## config.mk

```make
export PLATFORM = sky130hd
export DESIGN_NAME = reg_file_cmd_ctrl
export DESIGN_NICKNAME = d
export VERILOG_FILES = /design/src/rtl/reg_file_cmd_ctrl.sv
export SDC_FILE = /design/constraint.sdc
export NUM_CORES = 1
export LEC_CHECK = 0
export ABC_CLOCK_PERIOD_IN_PS = 3900
export CAP_MARGIN = 20
export CORE_MARGIN = 2
export CORE_UTILIZATION = 50
export DETAILED_ROUTE_END_ITERATION = 8
export GPL_TIMING_DRIVEN = 0
export HOLD_SLACK_MARGIN = 0.05
export PLACE_DENSITY = 0.85
export SYNTH_ARGS = -nofsm -noshare
export SYNTH_HDL_FRONTEND = slang
export SYNTH_SLANG_ARGS = --single-unit
export TNS_END_PERCENT = 10
```

## constraint.sdc

```tcl
create_clock -name CLK -period 3.9 [get_ports CLK]
set_input_delay 0.78 -clock CLK [delete_from_list [all_inputs] [get_ports CLK]]
set_output_delay 0.78 -clock CLK [all_outputs]
set_load 0.05 [all_outputs]
```

## src/rtl/reg_file_cmd_ctrl.sv

```systemverilog
// reg_file_cmd_ctrl
// Command front-end for the register file. It parses the UART receive byte
// stream into write frames (WR_CMD, addr, data_lo, data_hi) and read frames
// (RD_CMD, addr). It drives the register file strobes, and returns read data
// as two bytes (low byte first) on a valid/busy transmit handshake.
//
// Ports:
//   CLK, RST            clock; synchronous active-high reset
//   RX_P_DATA/RX_D_VLD  received byte and its one-cycle strobe
//   WrEn/RdEn           one-cycle register file strobes
//   Address/WrData      register file address and write data (held between frames)
//   RdData              register file read data, valid one cycle after RdEn
//   TX_P_DATA/TX_D_VLD  byte to transmit; valid is held until accepted
//   TX_BUSY             transmitter busy; a byte is accepted when valid & !busy
//   CMD_ERR             one-cycle error pulse (bad opcode, bad address,
//                       unexpected byte, or timeout)
//   CTRL_BUSY           high whenever the FSM is not in IDLE
//
// Optional feature macro: CMD_TIMEOUT_EN. When it is defined, an inter-byte
// timeout aborts a partial frame after TIMEOUT_CYCLES silent cycles.
module reg_file_cmd_ctrl #(
    parameter int         ADDR_WIDTH     = 3,
    parameter int         REG_WIDTH      = 16,
    parameter logic [7:0] WR_CMD         = 8'hAA,
    parameter logic [7:0] RD_CMD         = 8'hBB,
    parameter int         TIMEOUT_CYCLES = 255
) (
    input  logic                  CLK,
    input  logic                  RST,
    input  logic [7:0]            RX_P_DATA,
    input  logic                  RX_D_VLD,
    output logic                  WrEn,
    output logic                  RdEn,
    output logic [ADDR_WIDTH-1:0] Address,
    output logic [REG_WIDTH-1:0]  WrData,
    input  logic [REG_WIDTH-1:0]  RdData,
    output logic [7:0]            TX_P_DATA,
    output logic                  TX_D_VLD,
    input  logic                  TX_BUSY,
    output logic                  CMD_ERR,
    output logic                  CTRL_BUSY
);

    typedef enum logic [3:0] {
        IDLE, WR_ADDR, WR_LO, WR_HI, WR_EXEC,
        RD_ADDR, RD_EXEC, RD_WAIT, TX_LO, TX_HI
    } state_t;

    state_t               state;
    logic [REG_WIDTH-1:0] hold;
    logic                 addr_ok;
    logic                 tx_accept;
    logic                 tmo_hit;

    // Address bytes with any bit set above the register file range are rejected.
    assign addr_ok   = (RX_P_DATA[7:ADDR_WIDTH] == '0);
    assign tx_accept = TX_D_VLD && !TX_BUSY;

`ifdef CMD_TIMEOUT_EN
    localparam int TW = $clog2(TIMEOUT_CYCLES + 1);
    logic [TW-1:0] tmo_cnt;
    logic          waiting;

    // The counter runs only while a frame is waiting for its next byte.
    // The last silent cycle before reaching TIMEOUT_CYCLES fires the abort.
    assign waiting = (state == WR_ADDR) || (state == WR_LO) ||
                     (state == WR_HI)   || (state == RD_ADDR);
    assign tmo_hit = waiting && !RX_D_VLD && (tmo_cnt == TW'(TIMEOUT_CYCLES - 1));

    always_ff @(posedge CLK) begin
        if (RST || !waiting || RX_D_VLD || tmo_hit) tmo_cnt <= '0;
        else                                        tmo_cnt <= tmo_cnt + 1'b1;
    end
`else
    // No timeout in this build: a partial frame waits indefinitely.
    localparam int unused_timeout_cycles = TIMEOUT_CYCLES;
    assign tmo_hit = 1'b0;
`endif

    always_ff @(posedge CLK) begin
        if (RST) begin
            state     <= IDLE;
            WrEn      <= 1'b0;
            RdEn      <= 1'b0;
            Address   <= '0;
            WrData    <= '0;
            hold      <= '0;
            TX_P_DATA <= '0;
            TX_D_VLD  <= 1'b0;
            CMD_ERR   <= 1'b0;
            CTRL_BUSY <= 1'b0;
        end else begin
            // These three outputs are pulses, so they default low every cycle.
            WrEn    <= 1'b0;
            RdEn    <= 1'b0;
            CMD_ERR <= 1'b0;

            case (state)
                IDLE: if (RX_D_VLD) begin
                    if (RX_P_DATA == WR_CMD) begin
                        state <= WR_ADDR;  CTRL_BUSY <= 1'b1;
                    end else if (RX_P_DATA == RD_CMD) begin
                        state <= RD_ADDR;  CTRL_BUSY <= 1'b1;
                    end else begin
                        CMD_ERR <= 1'b1;
                    end
                end
                WR_ADDR: if (RX_D_VLD) begin
                    if (addr_ok) begin
                        Address <= RX_P_DATA[ADDR_WIDTH-1:0];
                        state   <= WR_LO;
                    end else begin
                        CMD_ERR <= 1'b1;  state <= IDLE;  CTRL_BUSY <= 1'b0;
                    end
                end
                WR_LO: if (RX_D_VLD) begin
                    WrData[7:0] <= RX_P_DATA;
                    state       <= WR_HI;
                end
                WR_HI: if (RX_D_VLD) begin
                    // WrEn is raised on entry so it is high exactly during WR_EXEC.
                    WrData[15:8] <= RX_P_DATA;
                    WrEn         <= 1'b1;
                    state        <= WR_EXEC;
                end
                WR_EXEC: begin
                    if (RX_D_VLD) CMD_ERR <= 1'b1;
                    state <= IDLE;  CTRL_BUSY <= 1'b0;
                end
                RD_ADDR: if (RX_D_VLD) begin
                    if (addr_ok) begin
                        Address <= RX_P_DATA[ADDR_WIDTH-1:0];
                        RdEn    <= 1'b1;
                        state   <= RD_EXEC;
                    end else begin
                        CMD_ERR <= 1'b1;  state <= IDLE;  CTRL_BUSY <= 1'b0;
                    end
                end
                RD_EXEC: begin
                    if (RX_D_VLD) CMD_ERR <= 1'b1;
                    state <= RD_WAIT;
                end
                RD_WAIT: begin
                    // RdData is valid in this cycle. The low byte is presented
                    // straight away, so TX_D_VLD is already high on entry to TX_LO.
                    if (RX_D_VLD) CMD_ERR <= 1'b1;
                    hold      <= RdData;
                    TX_P_DATA <= RdData[7:0];
                    TX_D_VLD  <= 1'b1;
                    state     <= TX_LO;
                end
                TX_LO: begin
                    if (RX_D_VLD) CMD_ERR <= 1'b1;
                    if (tx_accept) begin
                        TX_P_DATA <= hold[15:8];
                        state     <= TX_HI;
                    end
                end
                TX_HI: begin
                    if (RX_D_VLD) CMD_ERR <= 1'b1;
                    if (tx_accept) begin
                        TX_D_VLD <= 1'b0;
                        state    <= IDLE;  CTRL_BUSY <= 1'b0;
                    end
                end
                default: begin
                    state <= IDLE;  CTRL_BUSY <= 1'b0;  TX_D_VLD <= 1'b0;
                end
            endcase

            // A timeout can only fire in a waiting state with no byte arriving,
            // so it never competes with a case-branch transition above.
            if (tmo_hit) begin
                CMD_ERR <= 1'b1;  state <= IDLE;  CTRL_BUSY <= 1'b0;
            end
        end
    end

endmodule

```

Yosys cells after proc, flatten, opt, wreduce, memory -nomap -nowiden
Index checks and enable logic that the tools add are counted.

word-level totals
  bits of input ports = 28
  bits in registers = 52
  output and inout port bits = 32

cells by class
  equal/unequal tests = 21
  reduce and logical (&&, ||, !) cells = 18
  bitwise operators = 5
  multiplexer cells = 30

operators by type and width
  operator              number
  $mux W4               9
  $pmux W4 S9           1
  $eq A4 B3 Y1 const B  4
  $eq A8 B8 Y1 const B  2
  $ne A2 B2 Y1 const B  8
  $pmux W8 S2           1
  $mux W1               13
  $reduce_or A5 Y1      2
  $eq A4 B2 Y1 const B  2
  $eq A4 B4 Y1 const B  2
  $mux W8               1
  $reduce_and A2 Y1     4
  $reduce_and A8 Y1     1
  $reduce_or A8 Y1      1
  $pmux W1 S3           2
  $reduce_and A6 Y1     1
  $logic_not A5 Y1      1
  $not A1 Y1            5
  $eq A4 B1 Y1 const B  1
  $logic_not A4 Y1      1
  $pmux W1 S4           1
  $reduce_or A2 Y1      2
  $mux W3               1
  $ne A3 B3 Y1 const B  1
  7 further kinds       7

Logic depth before layout (Yosys ltp)
Gate-level depths: netlist of the first run.

  word-level depth = 5
  mapped depth = 8
  depth with buffers taken out = 5

Worst setup path after synthesis of the first run
OpenSTA, ideal clock, no wires.

  path kind = in2reg
  start point = input port RX_P_DATA[2]
  end point = register state[0]
  slack = 2.006 ns
  stages on the path = 5
  path buffers = 0
  data required time = 3.833 ns
  data arrival time = 1.826 ns
  cell sequence = nand2b_1 -> nor4_2 -> o211ai_1 -> or3_1 -> a21oi_2

on the way
  longest elaborated chain between the ends = 4
  elaborated cells on any way between the ends = 7
  those cells by class = 3 x eq/ne; 3 x mux; 1 x reduce/logical

ends and longest elaborated chain
  element               line  source
  from (decl)           30    input logic [7:0] RX_P_DATA,
  $eq A8 B8 Y1          100   if (RX_P_DATA == WR_CMD) begin
  $mux W4               100
  $mux W4               99    IDLE: if (RX_D_VLD) begin
  $pmux W4 S9           98    case (state)
  to (signal assigned)  101   state <= WR_ADDR; CTRL_BUSY <= 1'b1;
  to (signal assigned)  103   state <= RD_ADDR; CTRL_BUSY <= 1'b1;
  to (signal assigned)  111   state <= WR_LO;
  to (decl)             49    state_t state;

Parallel ways exist; a longest one is shown, timed or not. The select of a mux whose other input is x is not followed.
A chain may end at the register's enable or synchronous reset.

Worst setup path after layout of the first run
  start point = register TX_D_VLD
  end point = output port TX_D_VLD

RTL lines
  element                 line  source
  from (decl)             38    output logic TX_D_VLD,
  from (signal assigned)  89    TX_D_VLD <= 1'b0;
  from (signal assigned)  149   TX_D_VLD <= 1'b1;
  from (signal assigned)  162   TX_D_VLD <= 1'b0;

No word-level cell between the ends.

==> key figures, run 1 <==
Timing
  • Worst hold slack across all endpoints: 0.457 ns
  • Max Fclk: 432 MHz
  • Time the final worst path needs with I/O delays and setup: 2.32 ns
  • Total Neg Setup Slack: 0 ns
  • Final setup violation count: 0
  • Worst setup margin: 1.58 ns
  • Relative slew slack: 51.3%
  • Post-route fraction of the period consumed by the critical path: 59.4%
  • Final worst clock skew: 0.00764 ns
  • RSZ-0062 raised after global routing: false
  • Final-report hold violation count: 0
  • Max Transition Viols Final: 0
  • Actual slew at the worst max-slew pin: 0.725 ns

Detailed routing
  • Initial drt markers: 76
  • Overall routed net length: 4.57 mm
  • Detailed-router iteration count before antenna repair: 4
  • Number of DRC violations after detailed routing: 0
  • Total vias in the final route: 1737
  • Number of vias per cell: 5.31
  • Number of nets still failing antenna checks after routing: 0
  • Post-DR wirelength/cell: 14.0 um

Clock tree
  • Number of buffers inserted during clock tree synthesis: 5
  • Htree depth: 2
  • CTS Hold Bufs: 0
  • CTS tree: yes
  • Worst-Skew Late Latency: 0.30 ns
  • Clk buf depth: 2
  • CTS clock-pin slew for the worst setup and hold paths: 0.08 ns
  • # resized after CTS: 0
  • Master cell of the clock root buffer: sky130_fd_sc_hd__clkbuf_8
  • Number of clock sinks seen by CTS: 44
  • Post-CTS setup buffer count: 0

Setup path
  • Capture point of the worst reg-to-reg path: WrData[2]
  • Worst R2R Start: state[3]
  • Cell at the slowest stage of the critical path: sky130_fd_sc_hd__clkdlybuf4s50_1
  • Worst Path Max Fanout: 4
  • Delay-heaviest family, CP: buffers and inverters
  • Worst endpoint required time: 3.12 ns
  • Category of the critical setup timing path: flop to output port
  • CP bufs+invs: 1
  • Depth of the most critical reg-to-reg path: 4
  • CP Data Arrival Time: 1.54 ns
  • Category of the worst setup path capture point: output port
  • Critical-path cell list: clkdlybuf4s50_1
  • Reg-to-reg setup timing slack: 2.26 ns
  • Crit path to: TX_D_VLD
  • Type of origin of the critical path: flop
  • Maximum single-stage delay on the critical path: 0.85 ns
  • Startpoint of the worst setup timing path: TX_D_VLD
  • WP depth: 1

Layout
  • End-of-flow core utilization: 72.8%
  • N_diodes: 0
  • Share of final-layout standard cells stronger than drive strength 1: 9.32%
  • Area of all placed cells without fillers: 2680 um^2
  • Net count of the finished layout: 306
  • Finished Layout Cells: 327
  • Area added between synthesis and finish: 38.7%

Die
  • Die Outline Area: 4390 um^2
  • Cell row count: 22
  • Core Box Area: 3690 um^2
  • Boundary pin count: 60
  • Starting density of the core: 52.5%
  • Die span in y: 66.2 um
  • DIE WIDTH: 66.2 um

Yosys
  • Largest family of logic cells by synthesized area: simple AND/OR/NAND/NOR gates
  • Leading post-synthesis cells by instance count: sky130_fd_sc_hd__dfxtp_1 (44), sky130_fd_sc_hd__nor2_1 (36), sky130_fd_sc_hd__mux2i_1 (27)
  • Simple-gate area share of the yosys netlist: 21.9%
  • Fraction of the yosys area taken by sequential cells: 45.5%
  • Synth Area in Adders: 0%
  • Cell type contributing the most total cell area after synthesis: sky130_fd_sc_hd__dfxtp_1
  • Register bit total from synthesis: 44
  • Top-count cell post-synth: sky130_fd_sc_hd__dfxtp_1
  • Post-Syn Nets: 241
  • Post-synthesis mux area share: 14.0%
  • XOR/XNOR share of the synthesized area: 0.452%
  • Leading post-synthesis cells by cell area: sky130_fd_sc_hd__dfxtp_1 (46%), sky130_fd_sc_hd__mux2i_1 (14%), sky130_fd_sc_hd__nor2_1 (7.0%)
  • Mapped Cells: 213
  • Per-instance average area after synthesis: 9.09 um^2
  • Number of distinct library cell variants in the gate-level netlist after synthesis: 37
  • Share of synthesized registers carrying an async set or reset: 0%
  • Syn Std Cell Area: 1940 um^2
  • Post-synth top area share: 45.5%
  • Synthesized-area fraction occupied by ao, oa, aoi and oai cells: 12.4%
  • Primary FF master, synth: sky130_fd_sc_hd__dfxtp_1
  • Synth warnings: 0
  • Number of flops mapped to enable cells by yosys: 0

Power and ir drop
  • Combinational share of power: 18.2%
  • Switching Share: 26.1%
  • Proportion of power drawn by flip-flops and latches: 47.2%
  • Part of the total power dissipated in the clock network: 34.6%
  • Internal power contribution: 727 uW
  • Leakage power total: 1.02 nW
  • Sw Pwr: 257 uW
  • Pwr Total: 984 uW
  • Cell area power density: 366 nW/um^2
  • Max rail drop VDD: 0.000238 V

Place
  • HPWL after detailed placement: 3.29 mm
  • Routability congestion estimate: 0.799
  • Placed instance count: 319
  • Area after DPL: 2580 um^2
  • Setup slack at placement: 1.32 ns
  • Buffers added on ports: 58

Global route
  • First-pass GRT wire length: 7.56 mm
  • Largest net degree at the start of global routing: 14
  • GRT Total Usage: 22.7%
  • Number of global-route vias before repair: 1653
  • Number of antenna violations at the first check in global routing: 0
  • Grt ovf: 0

Worst hold path
  • Class of the most critical hold timing path: flop to flop
  • Start point of the worst min-delay path: hold[11]
  • Cell depth of the worst hold path: 2

Job
  • Max Cap Violations: 0

Outcome
  • Outcome: finished, final reports clean
cells by family after synthesis:
kind of cell              Yosys count
and+or+nand+nor                    88
DFF                                44
AOI/OAI and AO/OA                  35
muxes                              27
buffers and inverters              18
xor gates and xnor gates            1
area by class of cell:
| class | count | area (um^2) |
|---|---|---|
| Fill cell | 296 | 1000 |
| Multi-Input combinational cell | 151 | 943 |
| Sequential cell | 44 | 881 |
| Timing Repair Buffer | 58 | 581 |
| Buffer | 13 | 92.6 |
| Clock buffer | 6 | 72.6 |
| Tap cell | 48 | 60.1 |
| Clock inverter | 2 | 35.0 |
| Inverter | 5 | 18.8 |
state kept, by name, summed over array words and instances, names as in the netlist:
name / flops
RdEn: 1
Address: 3
CTRL_BUSY: 1
WrEn: 1
WrData: 16
TX_D_VLD: 1
state: 4
CMD_ERR: 1
hold: 8
TX_P_DATA: 8
layout by cell type, fill, tap and decap left out, drive strengths merged, types with 5 or more instances in the layout:
cell type and n:
a21oi 14, inv 5, mux2i 27, clkdlybuf4s50 58, nor2 38, a211oi 11
buf 8, dfxtp 44, clkbuf 11, nand2 26
worst min-delay path by stage:
stage | end | slack [ns]
3_3_place_gp | hold[10] | 0.44
4_1_cts | hold[11] | 0.46
5_1_grt | hold[10] | 0.48
6_report | hold[11] | 0.46
2_1_floorplan | hold[10] | 0.44
3_5_place_dp | hold[9] | 0.45
worst min-delay path, stage by stage (launching register included):
cell and delay (ns):
sky130_fd_sc_hd__dfxtp_1 0.31, sky130_fd_sc_hd__nand2_1 0.05, sky130_fd_sc_hd__a21oi_1 0.05
per-layer routing:
layer  GRT usage, %  wire, um  vias up
met5              0         0        -
met4           10.2       117        0
met3           9.37       365       15
met2           34.9      2070       59
met1           27.5      2010      801
li1               -         -      862
power by group through the flow:
stage | registers [mW] | clock network, mW | logic (mW)
after floorplan | 0.484 | 0 | 0.107
after global placement | 0.474 | 0 | 0.176
after detailed placement | 0.474 | 0 | 0.176
after CTS | 0.464 | 0.345 | 0.178
after global routing | 0.465 | 0.362 | 0.194
final | 0.464 | 0.340 | 0.179
(Power assumes the default switching activity.)
==> run 2: changes to the inputs <==
- ABC_CLOCK_PERIOD_IN_PS: 3900 -> 2400
- CORE_UTILIZATION: 50 -> 46
- PLACE_DENSITY: 0.85 -> 0.79
- clock period: 3.9 -> 2.4 ns (I/O delays scaled with it)
==> run 2 against run 1 <==
  * Register-to-register slack got worse by 1.5 ns
  * Sequential power grew 63%
  * Die area up 8.1%
  * Flip-flop and latch count stayed put
  * First-iteration DRC count shrank 25%
  * Count of clock-buffer cells in the layout unchanged
  * Global-route usage is 2.3 points lower
  * Hold slack worse by 0.0014 ns
  * Critical path type unchanged
==> key figures, run 2 (synthesis gave the netlist of run 1 again) <==
Die
  • Core Box Area: 4030 um^2 (was 3690 um^2)
  • Die Outline Area: 4740 um^2 (was 4390 um^2)
  • Die span in y: 68.9 um (was 66.2 um)
  • DIE WIDTH: 68.9 um (was 66.2 um)
  • Boundary pin count: 60 (unchanged)
  • Cell row count: 23 (was 22)
  • Starting density of the core: 48.0% (was 52.5%)

Job
  • Max Cap Violations: 0 (unchanged)

Layout
  • Area added between synthesis and finish: 38.0% (was 38.7%)
  • Largest register by flop count: WrData (unchanged)
  • Finished Layout Cells: 329 (was 327)
  • Net count of the finished layout: 306 (unchanged)
  • Top library cells by usage in the layout, fill and taps aside: sky130_fd_sc_hd__clkdlybuf4s50_1 (58), sky130_fd_sc_hd__dfxtp_1 (44), sky130_fd_sc_hd__nor2_1 (36) (unchanged)
  • Most common cell after layout, fill and taps aside: sky130_fd_sc_hd__clkdlybuf4s50_1 (unchanged)
  • Number of flip-flops under the largest register name: 16 (unchanged)
  • Number of inserted filler cells in the final layout: 345 (was 296)
  • N_diodes: 0 (unchanged)
  • Area of all placed cells without fillers: 2670 um^2 (was 2680 um^2)
  • Share of final-layout standard cells stronger than drive strength 1: 9.68% (was 9.32%)
  • Largest registers: WrData: 16 flops, TX_P_DATA: 8 flops, hold: 8 flops (unchanged)

Timing
  • Time the final worst path needs with I/O delays and setup: 2.00 ns
  • Post-route fraction of the period consumed by the critical path: 83.3%
  • Worst hold slack across all endpoints: 0.456 ns (was 0.457 ns)
  • Total Neg Setup Slack: 0 ns (unchanged)
  • Final setup violation count: 0 (unchanged)
  • Final worst clock skew: 0.00441 ns (was 0.00764 ns)
  • Relative slew slack: 53.8% (was 51.3%)
  • Worst setup margin: 0.402 ns (was 1.58 ns)
  • Final-report hold violation count: 0 (unchanged)
  • Max Transition Viols Final: 0 (unchanged)
  • RSZ-0062 raised after global routing: false (unchanged)
  • Max Fclk: 500 MHz
  • Actual slew at the worst max-slew pin: 0.687 ns (was 0.725 ns)

Detailed routing
  • Number of nets still failing antenna checks after routing: 0 (unchanged)
  • Total vias in the final route: 1710 (was 1737)
  • Detailed-router iteration count before antenna repair: 4 (unchanged)
  • Number of vias per cell: 5.20 (was 5.31)
  • Initial drt markers: 57 (was 76)
  • Post-DR wirelength/cell: 13.8 um (was 14.0 um)
  • Overall routed net length: 4.54 mm (was 4.57 mm)
  • Number of DRC violations after detailed routing: 0 (unchanged)

Setup path
  • Maximum single-stage delay on the critical path: 0.84 ns (was 0.85 ns)
  • Category of the worst setup path capture point: output port (unchanged)
  • CP bufs+invs: 1 (unchanged)
  • Cell at the slowest stage of the critical path: sky130_fd_sc_hd__clkdlybuf4s50_1 (unchanged)
  • CP Data Arrival Time: 1.52 ns (was 1.54 ns)
  • Worst endpoint required time: 1.92 ns (was 3.12 ns)
  • WP depth: 1 (unchanged)
  • Depth of the most critical reg-to-reg path: 8 (was 4)
  • Type of origin of the critical path: flop (unchanged)
  • Category of the critical setup timing path: flop to output port (unchanged)
  • Delay-heaviest family, CP: buffers and inverters (unchanged)
  • Critical-path cell list: clkdlybuf4s50_1 (unchanged)
  • Worst Path Max Fanout: 4 (unchanged)

Place
  • Buffers added on ports: 58 (unchanged)
  • HPWL after detailed placement: 3.28 mm (was 3.29 mm)
  • Placed instance count: 321 (was 319)
  • Area after DPL: 2580 um^2 (about the same)
  • Routability congestion estimate: 0.795 (was 0.799)
  • Setup slack at placement: 0.142 ns (was 1.32 ns)

Global route
  • Grt ovf: 0 (unchanged)
  • Number of global-route vias before repair: 1590 (was 1653)
  • First-pass GRT wire length: 7.20 mm (was 7.56 mm)
  • GRT Total Usage: 20.4% (was 22.7%)
  • Largest net degree at the start of global routing: 14 (unchanged)
  • Number of antenna violations at the first check in global routing: 0 (unchanged)

Power and ir drop
  • Leakage power total: 1.02 nW (about the same)
  • Cell area power density: 572 nW/um^2 (was 366 nW/um^2)
  • Max rail drop VDD: 0.000425 V (was 0.000238 V)

Clock tree
  • # resized after CTS: 0 (unchanged)
  • Htree depth: 2 (unchanged)
  • Number of buffers inserted during clock tree synthesis: 5 (unchanged)
  • Clk buf depth: 2 (unchanged)
  • CTS Hold Bufs: 0 (unchanged)
  • Number of clock sinks seen by CTS: 44 (unchanged)
  • Post-CTS setup buffer count: 0 (unchanged)
  • CTS clock-pin slew for the worst setup and hold paths: 0.08 ns (about the same)
  • CTS tree: yes (unchanged)
  • Worst-Skew Late Latency: 0.29 ns (was 0.30 ns)
  • Master cell of the clock root buffer: sky130_fd_sc_hd__clkbuf_8 (unchanged)

Worst hold path
  • Cell depth of the worst hold path: 2 (unchanged)
  • Class of the most critical hold timing path: flop to flop (unchanged)

Outcome
  • Outcome: finished, final reports clean (unchanged)
run 2: cell types whose count changed in the layout (fill, tap and decap cells not counted), sizes merged:
cell / previous run / this run
clkinv: 1 / 2
bufinv: 1 / 0
run 2: area by class of cell:
class | count | area (um^2) | share of cell area, %
buffer | 13 | 92.6 | 3.47
clock buffer | 6 | 82.6 | 3.09
clock inverter | 2 | 10.0 | 0.375
inverter | 5 | 18.8 | 0.703
multi-input combinational | 151 | 943 | 35.3
sequential | 44 | 881 | 33.0
tap | 50 | 62.6 | 2.34
timing repair buffer | 58 | 581 | 21.7
run 2: power breakdown:
group	switching [mW]	internal, mW	leakage [nW]
combinational	0.165	0.127	0.611
clock	0.251	0.230	0.0510
sequential	0.0102	0.745	0.355
run 2: metrics by stage:
step	utilization (%)	power, mW
after CTS	66.3	1.54
after detailed placement	64.0	1.06
after global placement	64.0	1.06
final	66.3	1.53
after floorplan	-	0.961
after global routing	66.3	1.59
run 2: final timing paths:
kind | startpoint | to | slack, ns
worst min register to register | hold[12] | hold[12] | 0.46
worst max register to register | state[2] | TX_P_DATA[7] | 0.75
worst min-delay path | hold[12] | hold[12] | 0.46
worst max-delay path | TX_D_VLD | TX_D_VLD | 0.40
run 2: per-layer routing:
| layer | track usage (%) | wire length, um |
|---|---|---|
| met5 | 0 | 0 |
| met4 | 6.86 | 51 |
| met3 | 6.82 | 300 |
| met2 | 33.9 | 2160 |
| met1 | 24.8 | 2030 |
run 2: tightest hold or removal path, cell delays in order, from the launching register on:
cell	delay, ns
sky130_fd_sc_hd__dfxtp_1	0.31
sky130_fd_sc_hd__nand2_1	0.05
sky130_fd_sc_hd__a21oi_1	0.05
==> run 3: changes to the inputs <==
- ABC_CLOCK_PERIOD_IN_PS: 2400 -> 1800
- CORE_UTILIZATION: 46 -> 42
- PLACE_DENSITY: 0.79 -> 0.76
- clock period: 2.4 -> 1.8 ns (I/O delays scaled with it)
==> run 3 against run 2 <==
  * Via count down 2.2%
  * Non-clock buffer count up 3
  * Global-route usage is 2.4 points lower
  * Flip-flop and latch count unchanged
  * Hold slack improved by 0.0027 ns
  * First-iteration DRC count is 8.8% higher
  * Cell count increased by 1.5%
  * Total power grew 34%
  * Count of clock-buffer cells in the layout rose by 1
  * Register-to-register slack got worse by 0.60 ns
  * Sequential share of layout area down 0.28 points
  * Setup slack worse by 0.39 ns
  * Critical path type unchanged
==> key figures, run 3 (synthesis gave the netlist of run 1 again) <==
Detailed routing
  • Detailed-router iteration count before antenna repair: 4 (unchanged)
  • Number of vias per cell: 5.01 (was 5.20)
  • Number of DRC violations after detailed routing: 0 (unchanged)
  • Total vias in the final route: 1673 (was 1710)
  • Overall routed net length: 4.60 mm (was 4.54 mm)
  • Initial drt markers: 62 (was 57)
  • Post-DR wirelength/cell: 13.8 um (about the same)
  • Number of nets still failing antenna checks after routing: 0 (unchanged)

Clock tree
  • CTS clock-pin slew for the worst setup and hold paths: 0.09 ns (was 0.08 ns)
  • CTS Hold Bufs: 0 (unchanged)
  • CTS tree: yes (unchanged)
  • Master cell of the clock root buffer: sky130_fd_sc_hd__clkbuf_8 (unchanged)
  • Clk buf depth: 2 (unchanged)
  • Worst-Skew Late Latency: 0.30 ns (was 0.29 ns)
  • Number of buffers inserted during clock tree synthesis: 5 (unchanged)
  • Htree depth: 2 (unchanged)
  • Number of clock sinks seen by CTS: 44 (unchanged)

Die
  • Boundary pin count: 60 (unchanged)
  • Cell row count: 24 (was 23)
  • Die span in y: 71.9 um (was 68.9 um)
  • Starting density of the core: 44.1% (was 48.0%)
  • Die Outline Area: 5170 um^2 (was 4740 um^2)
  • DIE WIDTH: 71.9 um (was 68.9 um)
  • Core Box Area: 4380 um^2 (was 4030 um^2)

Setup path
  • Delay-heaviest family, CP: buffers and inverters (unchanged)
  • Reg-to-reg setup timing slack: 0.15 ns (was 0.75 ns)
  • Critical-path cell list: clkdlybuf4s50_1 (unchanged)
  • Worst R2R Start: state[2] (unchanged)
  • CP Data Arrival Time: 1.43 ns (was 1.52 ns)
  • Depth of the most critical reg-to-reg path: 8 (unchanged)
  • Cell at the slowest stage of the critical path: sky130_fd_sc_hd__clkdlybuf4s50_1 (unchanged)
  • Maximum single-stage delay on the critical path: 0.79 ns (was 0.84 ns)
  • Worst endpoint required time: 1.44 ns (was 1.92 ns)
  • Capture point of the worst reg-to-reg path: TX_P_DATA[7] (unchanged)
  • Worst Path Max Fanout: 2 (was 4)
  • Category of the critical setup timing path: flop to output port (unchanged)
  • Category of the worst setup path capture point: output port (unchanged)
  • CP bufs+invs: 1 (unchanged)
  • Type of origin of the critical path: flop (unchanged)

Layout
  • Number of flip-flops under the largest register name: 16 (unchanged)
  • Area added between synthesis and finish: 39.2% (was 38.0%)
  • Largest register by flop count: WrData (unchanged)
  • Top library cells by usage in the layout, fill and taps aside: sky130_fd_sc_hd__dfxtp_1 (44), sky130_fd_sc_hd__nor2_1 (36), sky130_fd_sc_hd__clkdlybuf4s50_1 (34) (was sky130_fd_sc_hd__clkdlybuf4s50_1 (58), sky130_fd_sc_hd__dfxtp_1 (44), sky130_fd_sc_hd__nor2_1 (36))
  • Largest registers: WrData: 16 flops, TX_P_DATA: 8 flops, hold: 8 flops (unchanged)
  • Share of final-layout standard cells stronger than drive strength 1: 10.6% (was 9.68%)
  • Net count of the finished layout: 309 (was 306)
  • N_diodes: 0 (unchanged)
  • Most common cell after layout, fill and taps aside: sky130_fd_sc_hd__dfxtp_1 (was sky130_fd_sc_hd__clkdlybuf4s50_1)

Global route
  • Met2 Track Usage GR: 29.6% (was 33.9%)
  • Global-route layer with the greatest usage: met2 (unchanged)
  • Number of antenna violations at the first check in global routing: 0 (unchanged)
  • Largest net degree at the start of global routing: 14 (unchanged)
  • Number of global-route vias before repair: 1645 (was 1590)
  • M3 GR Usage: 5.34% (was 6.82%)
  • GR met1 Demand/Resource: 22.5% (was 24.8%)
  • First-pass GRT wire length: 7.38 mm (was 7.20 mm)
  • Grt ovf: 0 (unchanged)
  • GRT Total Usage: 18.0% (was 20.4%)

Worst hold path
  • Endpoint, Worst Hold: hold[11] (was hold[12])
  • Cell depth of the worst hold path: 2 (unchanged)
  • Class of the most critical hold timing path: flop to flop (unchanged)
  • Start point of the worst min-delay path: hold[11] (was hold[12])

Timing
  • Post-route fraction of the period consumed by the critical path: 99.2%
  • Final setup violation count: 0 (unchanged)
  • Final worst clock skew: 0.00961 ns (was 0.00441 ns)
  • Max Fclk: 560 MHz
  • Max Transition Viols Final: 0 (unchanged)
  • Worst setup margin: 0.0146 ns (was 0.402 ns)
  • Final-report hold violation count: 0 (unchanged)
  • Relative slew slack: 62.4% (was 53.8%)
  • Time the final worst path needs with I/O delays and setup: 1.79 ns
  • RSZ-0062 raised after global routing: true (was false)
  • Worst hold slack across all endpoints: 0.458 ns (was 0.456 ns)
  • Actual slew at the worst max-slew pin: 0.564 ns (was 0.687 ns)

Place
  • HPWL after detailed placement: 3.25 mm (was 3.28 mm)
  • Routability congestion estimate: 0.814 (was 0.795)
  • Buffers added on ports: 58 (unchanged)
  • Setup slack at placement: -0.317 ns (was 0.142 ns)

Outcome
  • Outcome: finished, final reports clean (unchanged)

Job
  • Max Cap Violations: 0 (unchanged)

Power and ir drop
  • Leakage power total: 1.15 nW (was 1.02 nW)
  • Cell area power density: 758 nW/um^2 (was 572 nW/um^2)
  • Max rail drop VDD: 0.000482 V (was 0.000425 V)
## run 3: worst register-to-register path, delay by kind of cell (launching register included)
family                 cells  cell delay (ns)
AOI/OAI and AO/OA          2             0.42
buffers and inverters      3             0.51
DFF                        1             0.32
and+or+nand+nor            3             0.34
## run 3: worst max-delay path by stage
stage	startpoint	slack, ns	endpoint	cells after the start
after detailed placement	RX_P_DATA[0]	-0.32	state[0]	6
after global placement	RX_P_DATA[0]	-0.32	state[0]	6
after floorplan	TX_D_VLD	0.12	state[0]	5
after global routing	RX_P_DATA[3]	-0.06	state[0]	6
after CTS	WrData[12]	0.0008	WrData[12]	1
final	TX_P_DATA[5]	0.01	TX_P_DATA[5]	1
## run 3: through the flow
| step | setup TNS (ns) | cell area, um^2 | total power [mW] | utilization, % | instances |
|---|---|---|---|---|---|
| 6_report | 0 | 2690 | 2.04 | 61.4 | 334 |
| 5_1_grt | -0.234 | 2690 | 2.13 | 61.4 | 334 |
| 4_1_cts | 0 | 2650 | 2.05 | 60.4 | 331 |
| 3_5_place_dp | -4.47 | 2580 | 1.42 | 58.9 | 323 |
| 3_3_place_gp | -4.33 | 2580 | 1.41 | 58.9 | 323 |
| 2_1_floorplan | 0 | 1940 | 1.28 | - | 213 |
## run 3: where the power goes
part / total, mW / internal (mW) / switching (mW) / leakage, nW
registers: 1.00 / 0.993 / 0.0114 / 0.355
clock network: 0.638 / 0.312 / 0.326 / 0.0445
logic: 0.399 / 0.170 / 0.230 / 0.747
total: 2.04 / 1.47 / 0.567 / 1.15
## run 3: layer usage
metal	part of all wire (%)	wire (um)	up-vias
met5	0	0	-
li1	-	-	866
met2	47	2150	50
met4	1.2	55	0
met1	46	2120	752
met3	5.9	273	5
## run 3: layout make-up
type / instances / area (um^2)
Multi-Input combinational cell: 151 / 953
Clock inverter: 1 / 7.51
Timing Repair Buffer: 61 / 589
Tap cell: 52 / 65.1
Buffer: 13 / 92.6
Clock buffer: 7 / 86.3
Sequential cell: 44 / 881
Inverter: 5 / 18.8
Fill cell: 410 / 1690
## run 3: what timing repair did
action	4_1_cts	5_1_grt
cloned	0	0
pin swaps	0	2
setup buffers	0	3
endpoints found under the hold margin	0	0
resized for setup	23	3
setup endpoints to repair	23	21
